$ cat config.mk
export PLATFORM = sky130hd
export DESIGN_NAME = dec_req_scheduler
export DESIGN_NICKNAME = d
export VERILOG_FILES = /design/src/rtl/dec_req_scheduler.sv
export SDC_FILE = /design/constraint.sdc
export NUM_CORES = 1
export LEC_CHECK = 0
export ABC_AREA = 1
export BUFFER_PORTS_ARGS = -buffer_cell sky130_fd_sc_hd__buf_2
export CAP_MARGIN = 20
export CORE_ASPECT_RATIO = 1.4
export CORE_UTILIZATION = 50
export CTS_BUF_LIST = sky130_fd_sc_hd__clkbuf_16
export DETAILED_ROUTE_END_ITERATION = 16
export GPL_TIMING_DRIVEN = 0
export PLACE_DENSITY = 0.66
export SLEW_MARGIN = 20
export SYNTH_ARGS = -nofsm -noshare
export SYNTH_HDL_FRONTEND = slang
export SYNTH_SLANG_ARGS = --single-unit
$ cat constraint.sdc
create_clock -name clk -period 10.3 [get_ports clk]
set_clock_uncertainty 0.1 [all_clocks]
set_input_delay 0 -clock clk [delete_from_list [all_inputs] [get_ports clk]]
set_output_delay 0 -clock clk [all_outputs]
set_load 0.1 [all_outputs]
$ cat src/rtl/dec_req_scheduler.sv
// Edge-detecting request scheduler feeding single acknowledged digit codes.
// Define DEC_SCHED_FIXED_PRIO_EN for highest-digit-wins arbitration.
module dec_req_scheduler #(
  parameter int N_REQ = 7
) (
  input  logic             clk,
  input  logic             rst_n,
  input  logic [N_REQ-1:0] i_d,
  input  logic             i_ack,
  output logic             o_valid,
  output logic [3:0]       o_b,
  output logic [N_REQ-1:0] o_pending
);

  typedef enum logic {
    S_IDLE,
    S_HOLD
  } state_t;

  state_t           r_state;
  state_t           w_state_nx;
  logic [N_REQ-1:0] r_d_q;
  logic [N_REQ-1:0] r_pending;
  logic [N_REQ-1:0] w_rise;
  logic [N_REQ-1:0] w_clr;
  logic             r_valid;
  logic             w_valid_nx;
  logic [3:0]       r_b;
  logic [3:0]       w_b_nx;
  logic [3:0]       w_idx;

`ifdef DEC_SCHED_FIXED_PRIO_EN
  function automatic logic [3:0] fp_pick(
    input logic [N_REQ-1:0] p
  );
    logic [3:0] r;
    r = '0;
    for (int i = 0; i < N_REQ; i++)
      if (p[i]) r = 4'(i);
    return r;
  endfunction

  assign w_idx = fp_pick(r_pending);
`else
  logic [3:0] r_ptr;
  logic [3:0] w_ptr_nx;

  // Search starts just past the last winner and wraps.
  function automatic logic [3:0] rr_pick(
    input logic [N_REQ-1:0] p,
    input logic [3:0]       ptr
  );
    logic [4:0] k;
    logic [3:0] r;
    logic       f;
    r = '0;
    f = 1'b0;
    for (int i = 0; i < N_REQ; i++) begin
      k = 5'(ptr) + 5'd1 + 5'(i);
      if (k >= 5'(N_REQ)) k = k - 5'(N_REQ);
      for (int j = 0; j < N_REQ; j++)
        if (!f && k == 5'(j) && p[j]) begin
          f = 1'b1;
          r = 4'(j);
        end
    end
    return r;
  endfunction

  assign w_idx = rr_pick(r_pending, r_ptr);
`endif

  assign w_rise = i_d & ~r_d_q;

  always_comb begin
    w_state_nx = r_state;
    w_valid_nx = r_valid;
    w_b_nx     = r_b;
    w_clr      = '0;
`ifndef DEC_SCHED_FIXED_PRIO_EN
    w_ptr_nx   = r_ptr;
`endif
    unique case (r_state)
      S_IDLE: begin
        if (|r_pending) begin
          w_state_nx = S_HOLD;
          w_valid_nx = 1'b1;
          w_b_nx     = w_idx + 4'd1;
          w_clr      = N_REQ'(1) << w_idx;
`ifndef DEC_SCHED_FIXED_PRIO_EN
          w_ptr_nx   = w_idx;
`endif
        end else begin
          w_valid_nx = 1'b0;
          w_b_nx     = '0;
        end
      end
      S_HOLD: begin
        if (i_ack) begin
          w_state_nx = S_IDLE;
          w_valid_nx = 1'b0;
          w_b_nx     = '0;
        end
      end
      default: w_state_nx = S_IDLE;
    endcase
  end

  always_ff @(posedge clk) begin
    if (!rst_n) begin
      r_state   <= S_IDLE;
      r_valid   <= 1'b0;
      r_b       <= '0;
      r_d_q     <= '0;
      r_pending <= '0;
`ifndef DEC_SCHED_FIXED_PRIO_EN
      r_ptr     <= 4'(N_REQ - 1);
`endif
    end else begin
      r_state   <= w_state_nx;
      r_valid   <= w_valid_nx;
      r_b       <= w_b_nx;
      r_d_q     <= i_d;
      // Set wins over clear so a fresh event is never dropped.
      r_pending <= (r_pending & ~w_clr) | w_rise;
`ifndef DEC_SCHED_FIXED_PRIO_EN
      r_ptr     <= w_ptr_nx;
`endif
    end
  end

  assign o_valid   = r_valid;
  assign o_b       = r_b;
  assign o_pending = r_pending;

endmodule

# Word level (Yosys, flattened, before mapping)

Index checks and enable logic that the tools add are counted.

$mul: 0
Bitwise operators: 6
Mux-type cells: 113
Magnitude comparators: 7
Equal/unequal tests: 43
Divide/modulo/power cells: 0
Add/sub/neg operators: 15
Reduce and logical (&&, ||, !) cells: 154
Shift operators: 1

Operator list:

| operator            | count |
|---|---|
| $mux 4              | 49 |
| $eq 5x3->1 const B  | 21 |
| $logic_and 1x1->1   | 97 |
| $eq 5x2->1 const B  | 14 |
| $mux 1              | 52 |
| $logic_not 1->1     | 48 |
| $eq 5x1->1 const B  | 7 |
| $ge 5x3->1 const B  | 7 |
| $logic_not 5->1     | 7 |
| $mux 5              | 7 |
| $sub 5x3->5 const B | 7 |
| $add 5x3->5 const B | 3 |
| $and 7x7->7         | 2 |
| $mux 7              | 2 |
| $not 7->7           | 2 |
| $add 5x2->5 const B | 2 |
| $pmux 4 s2          | 1 |
| $or 7x7->7          | 1 |
| $reduce_or 7->1     | 1 |
| $shl 1x4->7 const A | 1 |
| $add 4x1->5 const B | 1 |
| $add 5x1->5 const B | 1 |
| $add 4x1->4 const B | 1 |
| $pmux 1 s2          | 2 |
| 3 further kinds     | 3 |

Bits in read-only memories: 0
Memories: 0
Register bits after elaboration: 24
Latch bits: 0
Memory bits (writable): 0

# Depth between registers and ports, before layout

Gate-level depths: netlist (run 1).

Depth after elaboration: 204
Mapped depth: 45
Mapped depth without buffers: 45

# Worst setup path after synthesis (run 1)

Ideal clock, no wire load.

Path kind: register to register
From: register r_ptr[0]
To: register r_b[2], in the netlist o_b[2]
Arrival time: 5.349 ns
Setup slack: 4.781 ns
Cell stages (with the launch flop): 39
Clock period less this slack: 5.519 ns
Library setup time: 0.070 ns
Cells stage by stage: dfxtp_1 -> buf_4 -> inv_2 -> clkbuf_1 -> ha_1 -> buf_4 -> nand2_1 -> inv_1 -> nor2_2 -> nand2_1 -> nand2_1 -> nor2_1 -> nand3_1 -> nand4_2 -> nor2_4 -> nand4_4 -> nor2_4 -> nand4_2 -> [... 3 more ...] -> nand4_2 -> nor2_4 -> nand4_4 -> nor2_4 -> nand4_4 -> nor2_4 -> nand4_4 -> nor2_4 -> nand4_4 -> nor2_4 -> nand4_4 -> nor3_2 -> nand4_2 -> nand3_2 -> ha_1 -> ha_1 -> or2_2 -> a21oi_1

Word-level cells in the longest chain between the ends: 201
Elaborated cells on any way between the ends: 321
Those cells by class: 15 x add/sub; 7 x order compare; 42 x eq/ne; 105 x mux; 152 x reduce/logical

RTL lines:

| what                                      | RTL line | RTL |
|---|---|---|
| from (decl)                               | 45       | `logic [3:0] r_ptr;` |
| from (signal assigned)                    | 117      | `r_ptr <= 4'(N_REQ - 1);` |
| from (signal assigned)                    | 127      | `r_ptr <= w_ptr_nx;` |
| $add 4x1->5 *                             | 59       | `k = 5'(ptr) + 5'd1 + 5'(i);` |
| $sub 5x3->5 or $ge 5x3->1 (tied branches) | 60       | `if (k >= 5'(N_REQ)) k = k - 5'(N_REQ);` |
| $mux 5                                    | 60       |  |
| $logic_not 5->1                           | 62       | `if (!f && k == 5'(j) && p[j]) begin` |
| $logic_and 1x1->1                         | 62       |  |
| $mux 1                                    | 62       |  |
| $logic_not 1->1                           | 62       |  |
| $logic_and 1x1->1 (2 in a row)            | 62       |  |
| [... 184 more ...]                        | -        |  |
| $mux 1                                    | 62       |  |
| $logic_not 1->1                           | 62       |  |
| $logic_and 1x1->1 (2 in a row)            | 62       |  |
| $mux 4 *                                  | 62       |  |
| named net w_idx[1]                        | 30       | `logic [3:0] w_idx;` |
| $add 4x1->4 *                             | 88       | `w_b_nx = w_idx + 4'd1;` |
| $mux 4 *                                  | 85       | `if (\|r_pending) begin` |
| $pmux 4 s2 *                              | 83       | `unique case (r_state)` |
| to (signal assigned)                      | 122      | `r_b <= w_b_nx;` |
| to (decl)                                 | 28       | `logic [3:0] r_b;` |

The timed path passes the listed nets; every way through them passes the cells marked *.
A chain may end at the register's enable or synchronous reset.

# Worst setup path after layout (run 1)

Same ends and word-level chain as after synthesis.

==> out/metrics.yaml, run 1 <==
placement:
  gp_congestion: 0.9861
  dpl.hpwl_um: 7372
  dp_slack_ns: 3.899
  portBuffers: 21
sta:
  period_minus_slack_ns: 6.449
  finalSetupViolCount: 0
  fmax_ghz: 0.1551
  finalMaxSlewViolations: 0
  setup_tns_ns: 0
  rsz0062_at_grt: "false"
  worst_slew_pin_slew_ns: 0.8230
  final.period_utilization_pct: 62.61
  finalHoldViolations: 0
  maxSlewHeadroom_pct: 44.62
  setup_ws_ns: 3.851
floorplan:
  core_um2: 6569
  die-height_um: 99.19
  dieWidth_um: 71.42
  start_util_pct: 51.35
  design.die.area_um2: 7084
  ioPinCount: 22
  core.rowCount: 35
outcome:
  outcome: "finished, final reports clean"
cts:
  clockBufferDepth: 2
  clk_pin_slew_ns: 0.06
  cts_inserted_buffers: 3
  root_buffer: "clkbuf_16"
  cts.htree.levels: 1
  cts_tree: "done"
  clk_latency_ns: 0.25
  postCtsSetupBuffers: 0
  cts_resized: 0
  cts_hold_buf: 12
  cts_sinks: 23
worst_setup_path:
  crit_arrival_ns: 6.54
  cp_max_fo: 12
  path_class: "flop to flop"
  max_stage_delay_ns: 0.54
  cp.required_ns: 10.39
  critical-path-slowest-cell: "clkbuf_1"
  start_kind: "flop"
  crit_path_end_kind: "flop"
  cpMostUsedCell: "nor2_4"
route:
  routed_wl_um: 9205
  ant_nets: 0
  drt-initial-drc-count: 94
  drc: 0
  topRoutingLayerUsed: "met4"
  route.detailed.wl_per_inst_um: 13.56
  drt-met1-wl_um: 3582
  first_pass_iters: 6
  vias_per_cell: 5.396
  wl_met2_um: 4919
  wl_met3_um: 316
  vias: 3664
synth:
  syn_area_per_cell_um2: 5.939
  synth_enable_flop_cells: 0
  ys_seq_area_share_pct: 13.65
  ys_top_cells_by_area: "nand2_1, dfxtp_1, inv_1, ha_1, nor2_1"
  ys_ff_latch: 23
  syn_area_um2: 3373
  synth-simple-area-share_pct: 52.41
  synth_xor_area_share_pct: 3.116
  synth_nets: 598
  synth_top_family_by_area: "simple AND/OR/NAND/NOR gates"
  muxShareOfSynthArea_pct: 0
  synth-adder-area-share_pct: 7.418
  async_reset_ff_share_pct: 0
  synthDistinctLibCells: 43
  yosysTopAreaCellShare_pct: 14.35
  synthFlopType: "dfxtp_1"
  yosysTopAreaCell: "nand2_1"
  syn_inst: 568
  ys_warn_count: 0
  synth_compound_area_share_pct: 8.160
final_layout:
  layout_commonest_cell: "nand2_1"
  drive_gt1_share_pct: 15.04
  final_nets: 636
  syn_to_final_growth_pct: 11.80
  final_cell_mix: "nand2_1, inv_1, nor2_1, nand3_1, nor3_1"
  fill_cells: 677
  antenna_cells: 0
hold_path:
  hold_path.class: "input pin to flop"
global_route:
  antenna_found_initial: 0
  grt_pass1_wl_um: 15080
  overflow: 0
  grt_max_degree: 14
  grt_use_total_pct: 26.83
  grt_pass1_vias: 3468
job:
  maxCapViolations: 0
## per-stage QoR
step / util [%] / hold slack (ns) / instance area (µm²) / std cells
floorplan: - / 0.004291 / 3373 / 568
global placement: 54.36 / 0.09204 / 3571 / 663
detailed placement: 54.36 / 0.09786 / 3571 / 663
CTS: 57.41 / 0.03652 / 3771 / 679
global route: 57.41 / 0.09202 / 3771 / 679
finish: 57.41 / 0.04725 / 3771 / 679
## worst max-delay path: cells and delay by family, from the launching register on
kind                       cells  cell delay, ns
and+or+nand+nor               29            3.79
AOI/OAI and AO/OA              1            0.11
buffers and inverters          5            1.23
adders and majority gates      3            0.79
DFF                            1            0.34
## kinds of logic (layout without fill, tap and decap cells)
kind of cell             after synthesis  count (layout)
AND/OR/NAND/NOR                      337             337
buffers and inverters                132             169
AO/OA/AOI/OAI                         44              44
flip-flops                            23              23
adder cells (fa/ha/maj)               20              20
XOR/XNOR                              12              12
## layout make-up
class	instances	area (µm²)	share of cell area (%)
sequential	23	460.4	12.21
buffer	7	42.54	1.128
tap	74	92.59	2.455
timing repair buffer	33	225.2	5.972
inverter	125	471.7	12.51
clock buffer	3	75.07	1.991
multi-input combinational	413	2399	63.60
clock inverter	1	5.005	0.1327
## metal layers
| layer | track usage (%) | up-vias |
|---|---|---|
| li1 | - | 1890 |
| met1 | 27.55 | 1660 |
| met2 | 52.89 | 90 |
| met3 | 1.621 | 24 |
| met4 | 14.15 | 0 |
| met5 | 0 | - |
## synthesized netlist by cell type, types with 5 or more instances
library cell	instances
nand2_1	129
xor2_1	7
nor4_1	14
inv_2	11
nor2_1	62
nand4_4	7
nand2_2	5
ha_1	20
or2_2	8
inv_1	112
o21ai_0	11
dfxtp_1	23
nor3_1	30
nor2_4	8
nand4_2	5
nand4_1	16
nand3_1	36
nor2_2	5
xnor2_1	5
nand3_2	7
a21oi_1	17
## state kept, by name, indices dropped and copies added, names as in the netlist
name	cells
r_state	1
r_d_q	7
o_pending	7
r_ptr	3
o_b	4
o_valid	1
## path summary, 6_finish.rpt
kind / from / endpoint / cells past startpoint / slack, ns
max reg2reg: r_ptr[0] / o_b[2] / 38 / 3.85
min reg2reg: r_d_q[3] / o_pending[3] / 1 / 0.33
min: rst_n / o_pending[5] / 4 / 0.05
max: r_ptr[0] / o_b[2] / 38 / 3.85
Power of run 1 is left out: the tool's default activity adds up to more than one toggle a clock period on the data nets, which glitch-free logic cannot reach.
==> inputs of run 2 (changes only) <==
==> constraint.sdc (replaced) <==
create_clock -name clk -period 6.25 [get_ports clk]
set_clock_uncertainty 0.1 [all_clocks]
set_input_delay 0 -clock clk [delete_from_list [all_inputs] [get_ports clk]]
set_output_delay 0 -clock clk [all_outputs]
set_load 0.1 [all_outputs]
==> out/metrics.yaml, run 2 (synthesis results as in run 1) <==
final_layout:
  syn_to_final_growth_pct: 17.62
  layout_commonest_cell: "nand2_1"
  antenna_cells: 0
  stdcell_count: 687
  fin_util_pct: 60.40
  final_cell_mix: "nand2_1, inv_1, nor2_1, nand3_1, nor3_1"
  final_nets: 644
  drive_gt1_share_pct: 19.90
floorplan:
  start_util_pct: 51.35
  core.rowCount: 35
  design.die.area_um2: 7084
  die-height_um: 99.19
  ioPinCount: 22
  core_um2: 6569
  dieWidth_um: 71.42
worst_setup_path:
  rr_worst_depth: 38
  critical-path-slowest-cell: "dfxtp_4"
  crit_path_end_kind: "flop"
  cp.required_ns: 6.34
  start_kind: "flop"
  max_stage_delay_ns: 0.39
  path_class: "flop to flop"
  crit_arrival_ns: 5.96
  cp_max_fo: 6
global_route:
  grt_pass1_wl_um: 15080
  antenna_found_initial: 0
  grt_use_total_pct: 26.81
  grt_pass1_vias: 3467
  grt_max_degree: 14
  overflow: 0
route:
  route.detailed.wl_per_inst_um: 13.86
  ant_nets: 0
  first_pass_iters: 4
  drt-initial-drc-count: 139
  vias: 3725
  drc: 0
  routed_wl_um: 9524
  vias_per_cell: 5.422
sta:
  maxSlewHeadroom_pct: 35.16
  finalMaxSlewViolations: 0
  period_minus_slack_ns: 5.872
  finalHoldViolations: 0
  worst_slew_pin_slew_ns: 0.9636
  fmax_ghz: 0.1703
  finalSetupViolCount: 0
  rsz0062_at_grt: "false"
  setup_ws_ns: 0.3775
  final.period_utilization_pct: 93.96
placement:
  dpl.hpwl_um: 7372
  portBuffers: 21
  placed_cells: 663
  dp_slack_ns: -0.1510
  gp_congestion: 0.9861
cts:
  clockBufferDepth: 2
  cts_tree: "done"
  clk_latency_ns: 0.25
  clk_pin_slew_ns: 0.06
  root_buffer: "clkbuf_16"
  cts_inserted_buffers: 3
  cts.htree.levels: 1
  cts_sinks: 23
hold_path:
  hold_path.class: "input pin to flop"
  holdPathStages: 4
outcome:
  outcome: "finished, final reports clean"
job:
  maxCapViolations: 0
==> run 2: changes by cell type in the layout (fill, tap and decap cells not counted), moves of 3 or more <==
cell / change
buf_4: +7
nand2_2: +6
ha_1: -4
inv_1: -3
ha_2: +3
nand2_1: -7
buf_6: +3
==> run 2: final timing paths <==
kind | from | endpoint | slack, ns
setup / recovery | r_ptr[1] | o_b[2] | 0.38
hold / removal | rst_n | o_pending[5] | 0.05
setup reg to reg | r_ptr[1] | o_b[2] | 0.38
hold reg to reg | r_d_q[3] | o_pending[3] | 0.33
==> run 2: stage by stage <==
step | instance area (µm²) | hold WS, ns | setup TNS [ns]
3_3_place_gp | 3571 | 0.09204 | -0.08363
3_5_place_dp | 3571 | 0.09786 | -0.1959
2_1_floorplan | 3373 | 0.004291 | 0
6_report | 3968 | 0.04815 | 0
5_1_grt | 3968 | 0.09202 | 0
4_1_cts | 3769 | 0.03652 | 0
==> run 2: cell type report <==
type | instances | area, µm²
clock buffers | 3 | 75.07
fillers | 656 | 2601
repair buffers | 42 | 292.8
inverters | 125 | 478.0
multi-input cells | 413 | 2505
clock inverters | 1 | 5.005
plain buffers | 6 | 53.80
flip-flops and latches | 23 | 465.4
well taps | 74 | 92.59
==> run 2: worst max-delay path: cells and delay by family, from the launching register on <==
kind                       cells  cell delay [ns]
DFF                            1             0.39
buffers and inverters          2             0.23
and+or+nand+nor               31             4.12
AOI/OAI and AO/OA              1             0.11
adders and majority gates      4             0.82
==> run 2: per-layer routing <==
metal  global-route usage, %  routed length, µm  vias up
met2                   52.82               5047      103
li1                        -                  -     1902
met4                   14.31                444        0
met5                       0                  0        -
met3                   1.621                372       31
met1                   27.49               3660     1689
==> run 2: timing repair <==
action | CTS | global route
gates resized for setup | 1 | 37
hold endpoints to repair | 17 | 0
buffers inserted | 0 | 9
pin swaps | 0 | 10
gates cloned | 0 | 0
hold buffers | 12 | 0
setup endpoints to repair | 4 | 9
Power of run 2 is left out for the same reason.
==> inputs of run 3 (changes only) <==
--- a/config.mk
+++ b/config.mk
@@ -5,7 +5,6 @@
 export SDC_FILE = /design/constraint.sdc
 export NUM_CORES = 1
 export LEC_CHECK = 0
-export ABC_AREA = 1
 export BUFFER_PORTS_ARGS = -buffer_cell sky130_fd_sc_hd__buf_2
 export CAP_MARGIN = 20
 export CORE_ASPECT_RATIO = 1.4
@@ -13,7 +12,8 @@
 export CTS_BUF_LIST = sky130_fd_sc_hd__clkbuf_16
 export DETAILED_ROUTE_END_ITERATION = 16
 export GPL_TIMING_DRIVEN = 0
-export PLACE_DENSITY = 0.66
+export PLACE_DENSITY = 0.65
+export SETUP_SLACK_MARGIN = 0.1
 export SLEW_MARGIN = 20
 export SYNTH_ARGS = -nofsm -noshare
 export SYNTH_HDL_FRONTEND = slang
==> out/metrics.yaml, run 3 <==
worst_setup_path:
  path_cells: "inv_4, clkbuf_4, ha_2, inv_1, clkbuf_4, ha_2, or3_1, o211ai_1, a21oi_1, or2_2, clkbuf_1, o2111ai_2, nor2_1, a311o_1, a21oi_1, nand4_1, or2_2, ha_1, ha_1, inv_1, o21ai_0, a21boi_0"
  crit_path_end_kind: "flop"
  cp_top_family: "compound AO/OA/AOI/OAI gates"
  cp.required_ns: 6.33
  start_kind: "flop"
  path_class: "flop to flop"
  cp_max_fo: 18
  crit_start: "r_ptr[0]"
  crit_arrival_ns: 5.96
  max_stage_delay_ns: 0.47
  reg2reg_from: "r_ptr[0]"
  cp_num_buf_inv: 6
  critical-path-slowest-cell: "dfxtp_2"
sta:
  rsz0062_at_grt: "false"
  worst_slew_pin_slew_ns: 0.8614
  maxSlewHeadroom_pct: 41.77
  fmax_ghz: 0.1700
  final.period_utilization_pct: 94.12
  period_minus_slack_ns: 5.882
  finalHoldViolations: 0
  finalSetupViolCount: 0
  finalMaxSlewViolations: 0
synth:
  syn_inst: 629
  synth_nets: 659
  synth_enable_flop_cells: 0
  yosysTopAreaCell: "dfxtp_1"
  synth_common_cells: "nand2_1, nor2_1, a21oi_1, o21ai_0, nand3_1"
  synth_most_common_cell: "nand2_1"
  synthDistinctLibCells: 84
  syn_area_um2: 4390
  synthFlopType: "dfxtp_1"
  ys_warn_count: 0
  yosysTopAreaCellShare_pct: 10.49
  ys_seq_area_share_pct: 10.49
  ys_top_cells_by_area: "dfxtp_1, ha_1, nand2_1, a21oi_1, o21ai_0"
  ys_ff_latch: 23
  syn_area_per_cell_um2: 6.980
  async_reset_ff_share_pct: 0
global_route:
  antenna_found_initial: 0
  grt_max_degree: 19
  grt_use_total_pct: 43.88
  grt_pass1_wl_um: 29860
  overflow: 0
  grt_pass1_vias: 5236
cts:
  clockBufferDepth: 2
  cts_tree: "done"
  cts_inserted_buffers: 3
  clk_pin_slew_ns: 0.06
  cts.htree.levels: 1
  clk_latency_ns: 0.26
  root_buffer: "clkbuf_16"
  cts_sinks: 23
placement:
  portBuffers: 21
  dpl.hpwl_um: 14810
  placed_cells: 755
  placed_area_um2: 4627
  gp_congestion: 1.072
route:
  vias: 5595
  drt-initial-drc-count: 572
  drc: 0
  route.detailed.wl_per_inst_um: 25.33
  vias_per_cell: 7.266
  routed_wl_um: 19500
  first_pass_iters: 6
  ant_nets: 0
floorplan:
  die-height_um: 112.9
  dieWidth_um: 81.20
  ioPinCount: 22
  start_util_pct: 51.30
  core_um2: 8558
  core.rowCount: 40
  design.die.area_um2: 9165
final_layout:
  drive_gt1_share_pct: 14.44
  layout_commonest_cell: "nand2_1"
  stdcell_count: 770
  final_nets: 696
  design_area_um2: 4888
  antenna_cells: 0
  syn_to_final_growth_pct: 11.34
  fin_util_pct: 57.12
  final_cell_mix: "nand2_1, buf_2, nor2_1, o21ai_0, a21oi_1"
hold_path:
  hold_path.class: "input pin to flop"
  hold_start: "i_ack"
job:
  maxCapViolations: 0
outcome:
  outcome: "finished, final reports clean"
run 3: cell families (layout without fill, tap and decap cells):
group	after synthesis	after routing	share of synthesized area, %
simple gates	272	272	33.51
compound gates	214	214	36.11
buf+inv	72	108	7.353
flops	23	23	10.49
fa+ha+maj	20	20	5.700
xor+xnor	15	15	3.847
mux	13	13	2.992
run 3: worst min-delay path, stage by stage:
cell,delay [ns]
buf_2,0.08
nor2b_1,0.07
and3_1,0.18
run 3: metrics by stage:
stage	TNS, ns	hold WS [ns]	worst slack [ns]
floorplan	0	0.02171	0.9139
global route	0	0.03775	0.1714
global placement	-5.831	0.1141	-0.8642
detailed placement	-5.276	0.1180	-0.8775
CTS	0	0.02140	0.1509
finish	0	0.01326	0.3678
run 3: final timing paths:
| path | to | slack [ns] | cells past startpoint |
|---|---|---|---|
| setup reg to reg | o_pending[3] | 0.37 | 22 |
| hold reg to reg | o_valid | 0.36 | 1 |
| setup / recovery | o_pending[3] | 0.37 | 22 |
| hold / removal | o_b[3] | 0.01 | 3 |
run 3: layer usage:
layer  global-route usage, %  up-vias  share of wire (%)
li1                        -     2490                  -
met1                   51.13     2583                 37
met2                   70.20      411                 46
met3                   8.629      111                9.1
met4                   31.31        0                8.2
met5                       0        -                  0
run 3: repair_timing:
| action | CTS | global route |
|---|---|---|
| endpoints found under the hold margin | 11 | 0 |
| pin swaps | 0 | 2 |
| hold buffers | 8 | 0 |
| gates resized for setup | 8 | 15 |
| setup endpoints to repair | 13 | 7 |
| buffers inserted | 0 | 4 |
run 3: cell type report:
type	instances	area, µm²
Clock inverter	1	5.005
Buffer	51	255.2
Tap cell	105	131.4
Multi-Input combinational cell	534	3662
Inverter	20	81.33
Fill cell	832	3670
Clock buffer	3	75.07
Sequential cell	23	462.9
Timing Repair Buffer	33	215.2
Power of run 3 is left out for the same reason.
